### config.mk
export PLATFORM = sky130hd
export DESIGN_NAME = load_store_unit
export DESIGN_NICKNAME = d
export VERILOG_FILES = /design/src/rtl/load_store_unit.sv
export SDC_FILE = /design/constraint.sdc
export NUM_CORES = 1
export LEC_CHECK = 0
export CORE_AREA = 2 2 114 116
export DETAILED_ROUTE_END_ITERATION = 7
export DIE_AREA = 0 0 116 118
export GPL_TIMING_DRIVEN = 0
export PLACE_DENSITY = 0.84
export SLEW_MARGIN = 5
export SYNTH_ARGS = -nofsm -noshare
export SYNTH_HDL_FRONTEND = slang
export SYNTH_SLANG_ARGS = --single-unit
### constraint.sdc
create_clock -name i_clk -period 8.4 [get_ports i_clk]
set_input_delay 1.26 -clock i_clk [delete_from_list [all_inputs] [get_ports i_clk]]
set_output_delay 1.26 -clock i_clk [all_outputs]
set_load 0.02 [all_outputs]
### src/rtl/load_store_unit.sv
// Load/store unit between execute and data memory: word-only memory accesses,
// read-modify-write for byte/half stores, sign/zero extension for sub-word loads.
module load_store_unit #(
  parameter int XLEN        = 32,
  parameter bit ALIGN_CHECK = 1'b1
) (
  input  logic            i_clk,
  input  logic            i_rst,
  input  logic            i_req_valid,
  output logic            o_req_ready,
  input  logic [XLEN-1:0] i_req_addr,
  input  logic [XLEN-1:0] i_req_wdata,
  input  logic            i_req_we,
  input  logic [2:0]      i_req_funct3,
  output logic            o_resp_valid,
  input  logic            i_resp_ready,
  output logic [XLEN-1:0] o_resp_rdata,
  output logic            o_resp_err,
  output logic [XLEN-1:0] o_mem_addr,
  output logic [XLEN-1:0] o_mem_wdata,
  output logic            o_mem_rd_en,
  output logic            o_mem_wr_en,
  input  logic [XLEN-1:0] i_mem_rdata
);

  typedef enum logic [2:0] {
    S_IDLE,
    S_LOAD,
    S_RMW_RD,
    S_WRITE,
    S_ERR,
    S_RESP
  } state_t;

  state_t          r_state;
  state_t          w_next;
  logic [XLEN-1:0] r_addr;
  logic [15:0]     r_wdataLo;
  logic [2:0]      r_funct3;
  logic [XLEN-1:0] r_memWdata;
  logic [XLEN-1:0] r_respRdata;

  logic            w_accept;
  logic            w_illegal;
  logic            w_misaligned;
  logic            w_reqErr;
  logic [7:0]      w_byte;
  logic [15:0]     w_half;
  logic [XLEN-1:0] w_loadData;
  logic [XLEN-1:0] w_merged;

  assign w_accept = i_req_valid && (r_state == S_IDLE);

  always_comb begin
    w_illegal    = 1'b0;
    w_misaligned = 1'b0;
    case (i_req_funct3)
      3'b000: w_misaligned = 1'b0;
      3'b001: w_misaligned = i_req_addr[0];
      3'b010: w_misaligned = |i_req_addr[1:0];
      3'b100: w_illegal    = i_req_we;
      3'b101: begin
        w_illegal    = i_req_we;
        w_misaligned = i_req_addr[0];
      end
      default: w_illegal = 1'b1;
    endcase
  end

  assign w_reqErr = w_illegal || (ALIGN_CHECK && w_misaligned);

  always_ff @(posedge i_clk or posedge i_rst) begin
    if (i_rst) r_state <= S_IDLE;
    else       r_state <= w_next;
  end

  // Error responses skip memory entirely and are presented from ERR itself,
  // giving the one-cycle error latency.
  always_comb begin
    w_next = r_state;
    case (r_state)
      S_IDLE: begin
        if (w_accept) begin
          if (w_reqErr)                  w_next = S_ERR;
          else if (!i_req_we)            w_next = S_LOAD;
          else if (i_req_funct3 == 3'b010) w_next = S_WRITE;
          else                           w_next = S_RMW_RD;
        end
      end
      S_LOAD:   w_next = S_RESP;
      S_RMW_RD: w_next = S_WRITE;
      S_WRITE:  w_next = S_RESP;
      S_ERR:    if (i_resp_ready) w_next = S_IDLE;
      S_RESP:   if (i_resp_ready) w_next = S_IDLE;
      default:  w_next = S_IDLE;
    endcase
  end

  always_comb begin
    w_byte = i_mem_rdata[7:0];
    case (r_addr[1:0])
      2'd0:    w_byte = i_mem_rdata[7:0];
      2'd1:    w_byte = i_mem_rdata[15:8];
      2'd2:    w_byte = i_mem_rdata[23:16];
      default: w_byte = i_mem_rdata[31:24];
    endcase
  end

  assign w_half = r_addr[1] ? i_mem_rdata[31:16] : i_mem_rdata[15:0];

  always_comb begin
    w_loadData = i_mem_rdata;
    case (r_funct3)
      3'b000:  w_loadData = {{(XLEN-8){w_byte[7]}}, w_byte};
      3'b100:  w_loadData = {{(XLEN-8){1'b0}}, w_byte};
      3'b001:  w_loadData = {{(XLEN-16){w_half[15]}}, w_half};
      3'b101:  w_loadData = {{(XLEN-16){1'b0}}, w_half};
      default: w_loadData = i_mem_rdata;
    endcase
  end

  // Only SB (funct3 000) and SH (001) reach RMW, so bit 0 picks the lane width.
  always_comb begin
    w_merged = i_mem_rdata;
    if (!r_funct3[0]) begin
      case (r_addr[1:0])
        2'd0:    w_merged[7:0]   = r_wdataLo[7:0];
        2'd1:    w_merged[15:8]  = r_wdataLo[7:0];
        2'd2:    w_merged[23:16] = r_wdataLo[7:0];
        default: w_merged[31:24] = r_wdataLo[7:0];
      endcase
    end else if (r_addr[1]) begin
      w_merged[31:16] = r_wdataLo;
    end else begin
      w_merged[15:0] = r_wdataLo;
    end
  end

  always_ff @(posedge i_clk or posedge i_rst) begin
    if (i_rst) begin
      r_addr      <= '0;
      r_wdataLo   <= '0;
      r_funct3    <= '0;
      r_memWdata  <= '0;
      r_respRdata <= '0;
    end else begin
      if (w_accept) begin
        r_addr      <= i_req_addr;
        r_wdataLo   <= i_req_wdata[15:0];
        r_funct3    <= i_req_funct3;
        r_memWdata  <= i_req_wdata;
        r_respRdata <= '0;
      end
      if (r_state == S_LOAD)   r_respRdata <= w_loadData;
      if (r_state == S_RMW_RD) r_memWdata  <= w_merged;
    end
  end

  assign o_req_ready  = (r_state == S_IDLE);
  assign o_resp_valid = (r_state == S_RESP) || (r_state == S_ERR);
  assign o_resp_err   = (r_state == S_ERR);
  assign o_resp_rdata = r_respRdata;
  assign o_mem_addr   = {r_addr[XLEN-1:2], 2'b00};
  assign o_mem_wdata  = r_memWdata;
  assign o_mem_rd_en  = (r_state == S_LOAD) || (r_state == S_RMW_RD);
  assign o_mem_wr_en  = (r_state == S_WRITE);

endmodule

=== Word level (Yosys, flattened, before mapping) ===
Index checks and enable logic that the tools add are counted.

* Input bits: 104
* Output and inout bits: 101
* Bits in registers: 118
* Logic and storage cells: 62

* Equal/unequal tests: 16
* Reduce and logical (&&, ||, !) cells: 18
* Multiplexer cells: 22

{| class="wikitable"
|+ Operators by type and width
! operator !! number
|-
| $mux W32 || 5
|-
| $pmux W32 S4 || 1
|-
| $mux W16 || 3
|-
| $mux W8 || 4
|-
| $pmux W8 S3 || 1
|-
| $eq A3 B3 Y1 const B || 6
|-
| $pmux W3 S4 || 1
|-
| $reduce_or A2 Y1 || 5
|-
| $eq A3 B1 Y1 const B || 3
|-
| $eq A3 B2 Y1 const B || 3
|-
| $logic_not A3 Y1 || 3
|-
| $mux W3 || 3
|-
| $reduce_or A3 Y1 || 2
|-
| $ne A2 B1 Y1 const B || 2
|-
| $pmux W1 S2 || 2
|-
| $reduce_bool A2 Y1 || 2
|-
| $logic_or A1 B1 Y1 || 3
|-
| $eq A2 B1 Y1 const B || 1
|-
| $eq A2 B2 Y1 const B || 1
|-
| $logic_not A2 Y1 || 1
|-
| $mux W2 || 1
|-
| $reduce_and A2 Y1 || 1
|-
| $logic_and A1 B1 Y1 || 1
|-
| $mux W1 || 1
|}

=== Logic depth before layout (Yosys ltp) ===
* Word-level depth: 7
* Gate-level depth with buffers: 8
* Depth with buffers taken out: 4

=== Worst setup path before layout ===
OpenSTA, ideal clock, no wires.

* Kind: register -> output
* Start: reg r_state[1]
* End: out o_mem_rd_en
* Slack: 5.844 ns
* Data arrival time: 1.296 ns
* Buffers on the path: 3
* Stages on the path, launching flop included: 6
* Data required time: 7.140 ns
* Path through: dfrtp_1 buf_2 nand2_1 clkbuf_1 clkbuf_1 nand2_1

* Cells in the longest elaborated chain, start to end: 2
* Elaborated cells on any way between the ends: 3
* Classes of those cells: 2 x eq/ne; 1 x reduce/logical

{| class="wikitable"
|+ RTL lines
! item !! RTL line !! text
|-
| from (decl) || 35 || <nowiki>state_t r_state;</nowiki>
|-
| from (signal assigned) || 74 || <nowiki>else r_state <= w_next;</nowiki>
|-
| $eq A3 B1 Y1 or $eq A3 B2 Y1 (tied branches) || 165 || <nowiki>assign o_mem_rd_en = (r_state == S_LOAD) || (r_state == S_RMW_RD);</nowiki>
|-
| $logic_or A1 B1 Y1 (*) || 165 ||
|-
| to (decl) || 21 || <nowiki>output logic o_mem_rd_en,</nowiki>
|}

Every way passes the cells marked *; elsewhere a longest branch is shown, timed or not.

=== Worst setup path in the final report ===
* Start: reg r_state[0]
* End: out o_mem_rd_en

Same word-level chain as after synthesis.

==> results_dict.tcl <==
set metrics [dict create \
    status "finished clean" \
    clock_power_share_pct 20.4 \
    synth.avg_cell_area_um2 9.55 \
    clkTransAtPathRegs_ns 0.06 \
    use_met1_pct 40.7 \
    period_needed_ns 3.91 \
    final_cell_mix "clkdlybuf4s50_1, nand2_1, dfrtp_1, buf_4, o22ai_1" \
    drv_cap 0 \
    cts_tree "done" \
    fillerInstances 948 \
    crit_path_cell_trace "nor2_1, nand2_1, clkbuf_1, clkbuf_1, nand2_1, clkdlybuf4s50_1" \
    antenna_left 0 \
    place.gp.congestion 0.924 \
    synthDistinctLibCells 48 \
    skew_ns 0.00481 \
    slowest_stage "clkdlybuf4s50_1" \
    ctsResizeCount 0 \
    coreArea_mm2 0.0124 \
    die_x_um 116 \
    drive_gt1_share_pct 12.8 \
    cts_setup_buffers 0 \
    antenna_cells 0 \
    grt_pass1_vias 5784 \
    final_cell_area_mm2 0.00881 \
    powerDensity_mw_per_mm2 410 \
    portBuffers 202 \
    combPwrFrac_pct 51.2 \
    routedWlPerCell_um 19.5 \
    cts_hold_buf 0 \
    first_iter_violations 576 \
    syn_to_final_growth_pct 48.3 \
    start_util_pct 47.8 \
    finalHoldViolCount 0 \
    drc 0 \
    fin_tns_setup_ns 0 \
    finalWirelength_um 20100 \
    h-tree-depth 4 \
    syn_inst 622 \
    syn_area_mm2 0.00594 \
    hpwl_um 15200 \
    vias 5809 \
    rsz0062_at_grt "false" \
    synth_edf_count 0 \
    end_kind "output port" \
    p_int_mw 2.15 \
    p_leak_nw 3.95 \
    grt_use_total_pct 30.1 \
    numCtsBuffers 17 \
    grt_max_degree 63 \
    synth-main-ff-cell "dfrtp_1" \
    clock_latency_ns 0.41 \
    critPathMaxStageDelay_ns 0.57 \
    viasPerCell 5.65 \
    multi_input_area_mm2 0.00252 \
    ys_seq_area_share_pct 49.7 \
    dieArea_mm2 0.0137 \
    fmax_ghz 0.256 \
    hp-class "reg -> reg" \
    start_kind "register" \
    synth_warnings 0 \
    rows 41 \
    numClockSinks 118 \
    register_area_mm2 0.00295 \
    period_share_pct 46.5 \
    pin_count 205 \
    final_common_cell "clkdlybuf4s50_1" \
    relSlewSlack_pct 53.8 \
    critical_path_class "reg -> out" \
    first_pass_iters 5 \
    arrival_ns 2.65 \
    use_met2_pct 48.9 \
    grt.busiest_layer "met2" \
    fin_nets 949 \
    place_area_mm2 0.00821 \
    finalMaxSlewViolations 0 \
    cts_root_buffer "clkbuf_16" \
    required_ns 7.14 \
    tightest_slew_ns 0.694 \
    grt_pass1_wl_um 31700 \
    switching_power_mw 1.45 \
    cts_buffer_depth 2 \
    grt_use_met3_pct 6.18 \
    synth_seq_cells 118 \
    fp.dieH_um 118 \
    setup_viol 0 \
    switching_share_pct 40.3 \
    antenna_found_initial 0 \
    pwr-share-seq_pct 28.4 \
    overflow 0 \
    ir_drop_uv 186 \
    path_max_fanout 10 \
    async_flop_share_pct 100 \
]
## routing by layer
layer  vias to the layer above  share of wire, %
li1                       2624                 -
met1                      2864                41
met2                       282                49
met3                        39               8.0
met4                         0               1.9
met5                         -                 0
## kinds of logic (layout without fill, tap and decap cells)
kind of cell | Yosys count | in the layout | share of synthesized area [%]
simple gates | 228 | 228 | 16.2
compound gates | 155 | 155 | 19.2
flops | 118 | 118 | 49.7
buf+inv | 82 | 316 | 7.98
mux | 38 | 38 | 6.89
other cells | 1 | 2 | 0.0631
## final timing paths
kind | cells past startpoint | slack (ns) | end | from
worst min-delay path | 2 | 0.48 | r_addr[23]$_DFFE_PP0P_ | r_addr[23]$_DFFE_PP0P_
worst max register to register | 5 | 6.20 | o_mem_wdata[30]$_DFFE_PP0P_ | r_addr[1]$_DFFE_PP0P_
min in group asynchronous | 2 | 1.28 | r_addr[16]$_DFFE_PP0P_ | i_rst
worst max-delay path | 6 | 4.49 | o_mem_rd_en | r_state[0]$_DFFE_PP0P_
worst min register to register | 2 | 0.48 | r_addr[23]$_DFFE_PP0P_ | r_addr[23]$_DFFE_PP0P_
max in group asynchronous | 3 | 6.43 | o_resp_rdata[10]$_DFFE_PP0P_ | i_rst
## final cells by class
| class | count | area share (%) |
|---|---|---|
| Buffer | 76 | 5.13 |
| Clock buffer | 19 | 5.03 |
| Clock inverter | 12 | 1.76 |
| Inverter | 6 | 0.312 |
| Multi-Input combinational cell | 423 | 28.6 |
| Sequential cell | 118 | 33.5 |
| Tap cell | 172 | 2.44 |
| Timing Repair Buffer | 203 | 23.3 |
## through the flow
stage	hold WS, ns	worst slack, ns	std cells	power, mW	utilization (%)
floorplan	0.447	4.01	623	2.09	-
global placement	0.460	2.47	997	2.80	65.9
detailed placement	0.465	4.99	998	2.85	66.2
CTS	0.479	4.55	1029	3.61	71.0
global route	0.498	4.32	1029	3.81	71.0
finish	0.478	4.49	1029	3.61	71.0
## flip-flops by register name, summed over array words and instances, names as in the netlist
signal	cells
o_mem_wdata	32
o_resp_rdata	32
r_addr	32
r_funct3	3
r_state	3
r_wdataLo	16
## worst max-delay path: cells and delay by family (launching register included)
| kind | cells | cell delay (ns) |
|---|---|---|
| flip-flops | 1 | 0.47 |
| buffers and inverters | 3 | 1.43 |
| AND/OR/NAND/NOR | 3 | 0.33 |
## cell usage after synthesis, types with 9 or more instances
master,instances,area [um2]
mux2i_1,18,180
a221o_1,24,240
o211ai_1,9,67.6
o22ai_1,30,188
nand2_1,179,672
nand2b_1,14,87.6
o21ai_0,21,105
a21oi_1,17,85.1
dfrtp_1,118,2950
clkbuf_1,22,82.6
buf_4,33,248
a211oi_1,14,105
mux2_2,17,191
buf_2,16,80.1
## power groups by stage
stage	Sequential, mW	Combinational, mW	Clock (mW)
2_1_floorplan	1.13	0.959	0
3_3_place_gp	1.01	1.79	0
3_5_place_dp	1.02	1.83	0
4_1_cts	1.02	1.85	0.740
5_1_grt	1.05	1.98	0.773
6_report	1.02	1.85	0.737
Power figures use the tool's default switching activity.
